[src/rtl/tp_pair_operand_stage.sv]
// tp_pair_operand_stage: two-stage stallable operand prep for the 18s x 17s tracklet multiplier
//   ap_clk / ap_rst_n           clock (rising edge) and asynchronous active-low reset
//   cnt_clr                     synchronous clear of all statistics counters
//   in_valid / in_ready         input pair handshake (in_ready does not depend on in_valid)
//   in_phi_i/o, in_r_i/o        inner/outer stub phi and r, unsigned
//   in_invdr, in_last           looked-up signed 1/dr factor, last pair of event
//   mul_din0 / mul_din1         saturated scaled dphi / invdr operands
//   out_valid / out_ready       output handshake, out_last marks end of event
//   cnt_pairs/cnt_rej/cnt_sat   saturating counters: accepted, dr-rejected, dphi-saturated
module tp_pair_operand_stage #(
  parameter int PHI_W     = 14,
  parameter int R_W       = 12,
  parameter int PHI_SHIFT = 4,
  parameter int DR_MIN    = 1,
  parameter int DR_MAX    = 1023,
  parameter int CNT_W     = 16
) (
  input  logic             ap_clk,
  input  logic             ap_rst_n,
  input  logic             cnt_clr,
  input  logic             in_valid,
  output logic             in_ready,
  input  logic [PHI_W-1:0] in_phi_i,
  input  logic [PHI_W-1:0] in_phi_o,
  input  logic [R_W-1:0]   in_r_i,
  input  logic [R_W-1:0]   in_r_o,
  input  logic [16:0]      in_invdr,
  input  logic             in_last,
  output logic [17:0]      mul_din0,
  output logic [16:0]      mul_din1,
  output logic             out_valid,
  input  logic             out_ready,
  output logic             out_last,
  output logic [CNT_W-1:0] cnt_pairs,
  output logic [CNT_W-1:0] cnt_rej,
  output logic [CNT_W-1:0] cnt_sat
);
  logic                          s1_valid_q, s1_valid_d, s1_last_q;
  logic [PHI_W-1:0]              s1_phi_i_q, s1_phi_o_q;
  logic [R_W-1:0]                s1_r_i_q, s1_r_o_q;
  logic [16:0]                   s1_invdr_q;
  logic                          s2_valid_q, s2_valid_d, s2_last_q;
  logic [17:0]                   s2_din0_q;
  logic [16:0]                   s2_din1_q;
  logic [CNT_W-1:0]              cnt_pairs_q, cnt_rej_q, cnt_sat_q;
  logic signed [R_W:0]           dr;
  logic signed [PHI_W:0]         dphi;
  logic signed [PHI_W+PHI_SHIFT:0] sh;
  logic                          s1_adv, xfer_in, rej, sat_hi, sat_lo, sat, s2_load;
  logic [17:0]                   din0_sat;

  assign s1_adv   = s1_valid_q & (!s2_valid_q | out_ready);
  assign in_ready = !s1_valid_q | s1_adv;
  assign xfer_in  = in_valid & in_ready;

  // zero-extend before subtracting so differences never wrap modulo the field width
  assign dr   = $signed({1'b0, s1_r_o_q}) - $signed({1'b0, s1_r_i_q});
  assign dphi = $signed({1'b0, s1_phi_o_q}) - $signed({1'b0, s1_phi_i_q});
  assign sh   = {dphi, {PHI_SHIFT{1'b0}}};

  assign rej      = int'(dr) < DR_MIN || int'(dr) > DR_MAX;
  assign sat_hi   = int'(sh) > 131071;
  assign sat_lo   = int'(sh) < -131072;
  // a rejected pair drives zero operands, so it never counts as saturated
  assign sat      = !rej & (sat_hi | sat_lo);
  assign din0_sat = sat_hi ? 18'h1ffff : sat_lo ? 18'h20000 : sh[17:0];

  // rejected non-last pairs vanish; a rejected last pair still carries the event boundary
  assign s2_load    = s1_adv & (!rej | s1_last_q);
  assign s1_valid_d = xfer_in | (s1_valid_q & !s1_adv);
  assign s2_valid_d = s2_load | (s2_valid_q & !out_ready);

  always_ff @(posedge ap_clk or negedge ap_rst_n) begin
    if (!ap_rst_n) begin
      s1_valid_q <= 1'b0;
      s1_last_q  <= 1'b0;
      s1_phi_i_q <= '0;
      s1_phi_o_q <= '0;
      s1_r_i_q   <= '0;
      s1_r_o_q   <= '0;
      s1_invdr_q <= '0;
    end else begin
      s1_valid_q <= s1_valid_d;
      if (xfer_in) begin
        s1_last_q  <= in_last;
        s1_phi_i_q <= in_phi_i;
        s1_phi_o_q <= in_phi_o;
        s1_r_i_q   <= in_r_i;
        s1_r_o_q   <= in_r_o;
        s1_invdr_q <= in_invdr;
      end
    end
  end

  always_ff @(posedge ap_clk or negedge ap_rst_n) begin
    if (!ap_rst_n) begin
      s2_valid_q <= 1'b0;
      s2_last_q  <= 1'b0;
      s2_din0_q  <= '0;
      s2_din1_q  <= '0;
    end else begin
      s2_valid_q <= s2_valid_d;
      if (s2_load) begin
        s2_last_q <= s1_last_q;
        s2_din0_q <= rej ? '0 : din0_sat;
        s2_din1_q <= rej ? '0 : s1_invdr_q;
      end
    end
  end

  // clear wins over increment; each counter sticks at all-ones
  always_ff @(posedge ap_clk or negedge ap_rst_n) begin
    if (!ap_rst_n) begin
      cnt_pairs_q <= '0;
      cnt_rej_q   <= '0;
      cnt_sat_q   <= '0;
    end else begin
      cnt_pairs_q <= cnt_clr ? '0 : cnt_pairs_q + CNT_W'(xfer_in && !(&cnt_pairs_q));
      cnt_rej_q   <= cnt_clr ? '0 : cnt_rej_q + CNT_W'(s1_adv && rej && !(&cnt_rej_q));
      cnt_sat_q   <= cnt_clr ? '0 : cnt_sat_q + CNT_W'(s1_adv && sat && !(&cnt_sat_q));
    end
  end

  assign out_valid = s2_valid_q;
  assign out_last  = s2_last_q;
  assign mul_din0  = s2_din0_q;
  assign mul_din1  = s2_din1_q;
  assign cnt_pairs = cnt_pairs_q;
  assign cnt_rej   = cnt_rej_q;
  assign cnt_sat   = cnt_sat_q;
endmodule

[config.mk]
export PLATFORM = sky130hd
export DESIGN_NAME = tp_pair_operand_stage
export DESIGN_NICKNAME = d
export VERILOG_FILES = /design/src/rtl/tp_pair_operand_stage.sv
export SDC_FILE = /design/constraint.sdc
export NUM_CORES = 1
export LEC_CHECK = 0
export CAP_MARGIN = 5
export CORE_ASPECT_RATIO = 0.7
export CORE_MARGIN = 10
export CORE_UTILIZATION = 30
export CTS_CLUSTER_DIAMETER = 30
export DETAILED_ROUTE_END_ITERATION = 12
export DONT_BUFFER_PORTS = 1
export GPL_TIMING_DRIVEN = 1
export HOLD_SLACK_MARGIN = 0.06
export PLACE_DENSITY = 0.49
export SLEW_MARGIN = 20
export SYNTH_ARGS = -nofsm -noshare
export SYNTH_HDL_FRONTEND = slang
export SYNTH_SLANG_ARGS = --single-unit
export TNS_END_PERCENT = 5
[constraint.sdc]
create_clock -name ap_clk -period 7.65 [get_ports ap_clk]
set_clock_uncertainty 0.2 [all_clocks]
set_input_delay 0.3825 -clock ap_clk [delete_from_list [all_inputs] [get_ports ap_clk]]
set_output_delay 0.3825 -clock ap_clk [all_outputs]
set_load 0.05 [all_outputs]
After elaboration in Yosys (flattened, before gate mapping)
Index checks and enable logic that the tools add are counted.
Widths: inputs -> output; s select.

storage, ports and cells
  ROM bits = 0
  memories = 0
  word-level logic and storage cells = 59
  register bits after elaboration = 156
  bits in writable memories = 0
  output and inout port bits = 86
  bits in latches = 0
  bits of input ports = 75

operators by class
  reduce and logical (&&, ||, !) cells = 17
  order comparisons = 4
  muxes and demuxes = 7
  shift-type cells = 0
  bitwise logic cells = 12
  eq/ne operators = 0
  div/mod/pow operators = 0
  add/subtract/negate cells = 5
  multiply operators = 0

operator list
  operator              number
  $mux 18               3
  $add 16x1->16         3
  $mux 16               3
  $reduce_and 16->1     3
  $gt 19x18->1 const B  1
  $lt 19x18->1 const B  1
  $mux 17               1
  $sub 14x14->15        1
  $gt 13x11->1 const B  1
  $lt 13x2->1 const B   1
  $sub 12x12->13        1
  $logic_not 1->1       8
  $and 1x1->1           6
  $or 1x1->1            6
  $logic_and 1x1->1     5
  $logic_or 1x1->1      1

Longest topological paths before layout
  word-level depth = 9
  depth in mapped cells = 18
  gate-level depth less buffers = 18

Worst setup path after synthesis
OpenSTA, ideal clock, no wires.

  path kind = reg2reg
  start = register s1_r_i_q[0]
  end = register cnt_sat_q[13] (netlist: cnt_sat[13])
  cell stages (with the launch flop) = 16
  setup time = 0.078 ns
  required time = 7.372 ns
  period minus slack after synthesis = 3.914 ns
  setup slack = 3.736 ns
  arrival time = 3.636 ns
  buffers on the path = 0
  cells stage by stage = dfrtp_1 -> ha_1 -> fa_1 -> nor2b_1 -> o2111ai_1 -> and4b_1 -> o31ai_2 -> nand4b_2 -> a211oi_4 -> nor3b_2 -> ha_1 -> nand2_1 -> nor2_1 -> nand2_1 -> or3_1 -> a21oi_1

between the ends
  word-level cells in the longest chain between the ends = 9
  elaborated cells between the ends (all ways) = 10
  classes of those cells = add/sub: 2; order compare: 2; mux: 1; bitwise: 1; reduce/logical: 4

RTL lines
  item                                                line  text
  from (decl)                                         40    logic [R_W-1:0] s1_r_i_q, s1_r_o_q;
  from (signal assigned)                              88    s1_r_i_q <= in_r_i;
  $sub 12x12->13 (*)                                  57    assign dr = $signed({1'b0, s1_r_o_q}) - $signed({1'b0, s1_r_i_q});
  $lt 13x2->1 / $gt 13x11->1 (equally long branches)  61    assign rej = int'(dr) < DR_MIN || int'(dr) > DR_MAX;
  $logic_or 1x1->1 (*)                                61
  $logic_not 1->1 (*)                                 65    assign sat = !rej & (sat_hi | sat_lo);
  $and 1x1->1 (*)                                     65
  $logic_and 1x1->1 (*) (2 in a row)                  120   cnt_sat_q <= cnt_clr ? '0 : cnt_sat_q + CNT_W'(s1_adv && sat && !(&cnt_sat_q));
  $add 16x1->16 (*)                                   120
  $mux 16 (*)                                         120
  to (signal assigned)                                120
  to (decl)                                           45    logic [CNT_W-1:0] cnt_pairs_q, cnt_rej_q, cnt_sat_q;

Every way passes the cells marked *; elsewhere a longest branch is shown, timed or not.
A chain may end at the register's enable or synchronous reset.

Final worst setup path
  start = register s1_r_i_q[0]
  end = register cnt_rej_q[13] (netlist: cnt_rej[13])

between the ends
  word-level cells in the longest chain between the ends = 7
  elaborated cells between the ends (all ways) = 8
  classes of those cells = add/sub: 2; order compare: 2; mux: 1; reduce/logical: 3

RTL lines
  item                                                line  text
  $sub 12x12->13 (*)                                  57
  $lt 13x2->1 / $gt 13x11->1 (equally long branches)  61
  $logic_or 1x1->1 (*)                                61
  $logic_and 1x1->1 (*) (2 in a row)                  119   cnt_rej_q <= cnt_clr ? '0 : cnt_rej_q + CNT_W'(s1_adv && rej && !(&cnt_rej_q));
  $add 16x1->16 (*)                                   119
  $mux 16 (*)                                         119
  to (signal assigned)                                119
  to (decl)                                           45

Marked as above.

==> metrics.md <==
| Metric | Value |
|---|---|
| Final setup TNS | 0 ps |
| Setup-failing EPs final | 0 |
| Combinational power share | 28.5% |
| Vias after detailed routing | 5602 |
| Met2 usage in global routing | 17.26% |
| Die Footprint | 33530 µm² |
| Met1 track demand over resource in global routing | 16.61% |
| H-tree levels | 4 |
| Endpoint type of the worst setup path | flip-flop |
| Final Core Density | 37.32% |
| DRC violation count after routing | 0 |
| CTS root buf | sky130_fd_sc_hd__clkbuf_16 |
| Syn Inst Count | 743 |
| Flip-flop and latch count after synthesis | 153 |
| Yosys top cell by area | sky130_fd_sc_hd__dfrtp_1 |
| Pre-antenna DRT Iters | 6 |
| Type of the tightest min-delay check | input port to flip-flop |
| Power Internal | 1.857 mW |
| Yosys Warn Count | 0 |
| Starting Density | 30.75% |
| Row count | 49 |
| Post-CTS sizing | 0 |
| Number of antenna violations at the first check in global routing | 2 |
| Core Box Area | 25870 µm² |
| Initial DRC Count | 311 |
| Critical path class | flip-flop to flip-flop |
| Total power per unit cell area | 324.7 nW/µm² |
| Seq/Total Area, Yosys | 48.13% |
| Largest fanout on the critical path | 5 |
| Vias in the first global route | 5672 |
| Actual transition at the worst max-transition pin | 992.6 ps |
| Total wire length after detailed routing | 20440 µm |
| Clock tree from TritonCTS | yes |
| Global-route layer with the greatest usage | met2 |
| Relative slew margins | 33.82% |
| Area of the mapped netlist | 7955 µm² |
| Syn_nets | 855 |
| Global placement routability congestion | 0.8020 |
| Flip-flop cell with the highest count after synthesis | sky130_fd_sc_hd__dfrtp_1 |
| Synthesized area per cell | 10.71 µm² |
| Chip height | 156.2 µm |
| Total overflow reported by the global router | 0 |
| Clock edge transition at the registers on the reported setup and hold paths | 60 ps |
| Switching power share of the total | 40.77% |
| Synth top area share | 48.13% |
| Clk pwr share | 26.7% |
| Number of nets in the finished design | 928 |
| Cts bufs inserted | 17 |
| Via density per instance | 4.723 |
| Fraction of registers with async set or reset after synthesis | 100.0% |
| Pins Over Slew Limit | 0 |
| Layout overhead on the synthesized area | 21.39% |
| WP data arrival | 4910 ps |
| Count of antenna-violating nets left after detailed routing | 0 |
| Top cells by area, synth | sky130_fd_sc_hd__dfrtp_1 48%, sky130_fd_sc_hd__mux2_2 9.9%, sky130_fd_sc_hd__ha_1 5.5% |
| Number of unique standard cell types used by synthesis | 63 |
| EDFF count, synth | 0 |
| Number of buffers inserted by port buffering | 0 |
| GR Util All Layers | 12.42% |
| RSZ-0062 raised after global routing | no |
| Maximum number of pins on one net before global-route repair | 154 |
| Insertion delay to the later sink of the worst-skew pair | 430 ps |
| Pleak | 4.197 nW |
| Post-DP HPWL | 14400 µm |
| Worst vdd ir | 0.0001630 V |
| Number of hold violations in the final report | 0 |
| Post-route clock period utilization | 62.59% |
| Detailed-route wire length per cell | 17.24 µm |
| Max-cap violation count | 0 |
| Clock tree buffer depth | 2 |
| Filler cell count | 2580 |
| DIE WIDTH | 214.6 µm |
| Data required time at the worst endpoint | 7770 ps |
| Time the worst path needs with I/O delays and setup | 4788 ps |
| CTS sink cnt | 153 |
| Global routing usage on met3 | 5.778% |
| Io pins | 161 |
| Nature of the critical path startpoint | flip-flop |
| Sw Pwr | 1.278 mW |
| Highest achievable clock rate | 208.9 MHz |
| Proportion of power drawn by flip-flops and latches | 44.8% |
| Run status | finished, final reports clean |
| Share of layout cells above drive strength 1 | 14.51% |
| Global-route wire length before repair | 32660 µm |
==> synth_stat cells (all sizes together) (3+ instances only) <==
cell type    n
o21a         4
mux2i       33
inv         55
o21ai       20
a21oi       33
dfrtp      153
nor2        62
buf          9
clkbuf      17
nor3        12
and2         3
mux2        72
xor2        30
nand2b      13
or3         13
o211ai       6
o2111ai      4
and3         6
a31oi        6
nor2b       11
a211oi       3
or2          5
nand2       63
xnor2       11
nand3       16
nand4       15
ha          35
a2111oi      6
==> worst max-delay path, stage by stage, from the launching register on <==
cell                            delay [ps]
sky130_fd_sc_hd__dfrtp_1               380
sky130_fd_sc_hd__ha_1                  220
sky130_fd_sc_hd__fa_1                  400
sky130_fd_sc_hd__nor2b_1               230
sky130_fd_sc_hd__o2111ai_1             180
sky130_fd_sc_hd__a31oi_1               290
sky130_fd_sc_hd__o21ai_0               140
sky130_fd_sc_hd__a2111oi_2             600
sky130_fd_sc_hd__a21oi_1               190
sky130_fd_sc_hd__a211oi_1              330
sky130_fd_sc_hd__ha_1                  340
sky130_fd_sc_hd__nand2_1               110
sky130_fd_sc_hd__nor2_1                180
sky130_fd_sc_hd__nand3_1               110
sky130_fd_sc_hd__xor2_1                160
sky130_fd_sc_hd__nor2_1                 50
sky130_fd_sc_hd__dlygate4sd3_1         550
==> state kept, by name, indices dropped and copies added, names as in the netlist <==
name	count
mul_din1	17
mul_din0	15
s1_phi_o_q	14
out_last	1
cnt_rej	16
s1_last_q	1
s1_invdr_q	17
s1_phi_i_q	14
s1_r_o_q	12
cnt_sat	16
s1_valid_q	1
out_valid	1
cnt_pairs	16
s1_r_i_q	12
==> worst paths after layout <==
| check | from | to | slack (ps) | cells past startpoint |
|---|---|---|---|---|
| min reg2reg | s1_invdr_q[8] | s1_invdr_q[8] | 300 | 1 |
| max in group asynchronous | ap_rst_n | s1_invdr_q[6] | 6170 | 2 |
| min in group asynchronous | ap_rst_n | cnt_rej[5] | 480 | 2 |
| min | in_valid | cnt_pairs[0] | 190 | 4 |
| max reg2reg | s1_r_i_q[0] | cnt_rej[13] | 2860 | 16 |
| max | s1_r_i_q[0] | cnt_rej[13] | 2860 | 16 |
==> cell type report <==
cell class	count	area (µm²)	area share [%]
clock inverter	8	96.34	0.9977
timing repair buffer	80	820.8	8.500
sequential	153	3830	39.66
antenna	2	5.005	0.05183
tap	357	446.7	4.626
multi-input combinational	508	3774	39.08
inverter	56	210.2	2.177
clock buffer	22	474.2	4.911
==> metal layers <==
layer  share of wire, %  vias to the layer above
met2                 41                      154
met4                1.3                        0
met5                  0                        -
met1                 48                     2716
met3                9.3                       14
li1                   -                     2718
==> logic make-up (layout without fill, tap and decap cells) <==
logic type | Yosys count | in the layout | share of synthesized area (%)
AND/OR/NAND/NOR | 227 | 227 | 13.83
flip-flops | 153 | 153 | 48.13
multiplexers | 105 | 105 | 14.39
AO/OA/AOI/OAI | 98 | 98 | 8.604
buffers and inverters | 82 | 166 | 4.530
XOR/XNOR | 41 | 41 | 4.514
adder cells (fa/ha/maj) | 37 | 37 | 6.008
other | 0 | 2 | 0
==> through the flow <==
step | hold slack [ps] | power [mW] | instance area [µm²] | setup slack [ps] | std cells
after CTS | 152.9 | 3.190 | 9652 | 2879 | 1184
after global routing | 196.1 | 3.344 | 9654 | 2399 | 1185
after floorplan | -113.1 | 2.050 | 7955 | 3736 | 743
after detailed placement | -107.2 | 2.265 | 8283 | 3040 | 1077
after global placement | -108.2 | 2.267 | 8283 | 3117 | 1077
final | 185.4 | 3.135 | 9657 | 2862 | 1186
==> layout by cell type, fill, tap and decap left out, drive strengths merged, types with 6 or more instances in the layout <==
cell / instances
dfrtp: 153
dlygate4sd3: 75
mux2: 72
nand2: 63
nor2: 62
inv: 55
ha: 35
mux2i: 33
a21oi: 33
xor2: 30
clkbuf: 22
o21ai: 20
nand3: 16
nand4: 15
or3: 13
nand2b: 13
nor3: 12
xnor2: 11
nor2b: 11
a31oi: 6
o211ai: 6
and3: 6
clkinv: 6
a2111oi: 6
==> what timing repair did <==
item | 4_1_cts | 5_1_grt
buffers inserted | 0 | 0
endpoints found under the hold margin | 273 | 0
hold buffers | 77 | 0
==> power by group through the flow <==
stage	sequential (mW)	clock [mW]	combinational, mW
2_1_floorplan	1.35	0	0.699
3_3_place_gp	1.43	0	0.839
3_5_place_dp	1.43	0	0.839
4_1_cts	1.41	0.878	0.899
5_1_grt	1.43	0.908	1.01
6_report	1.41	0.836	0.894
Power figures use the tool's default switching activity.
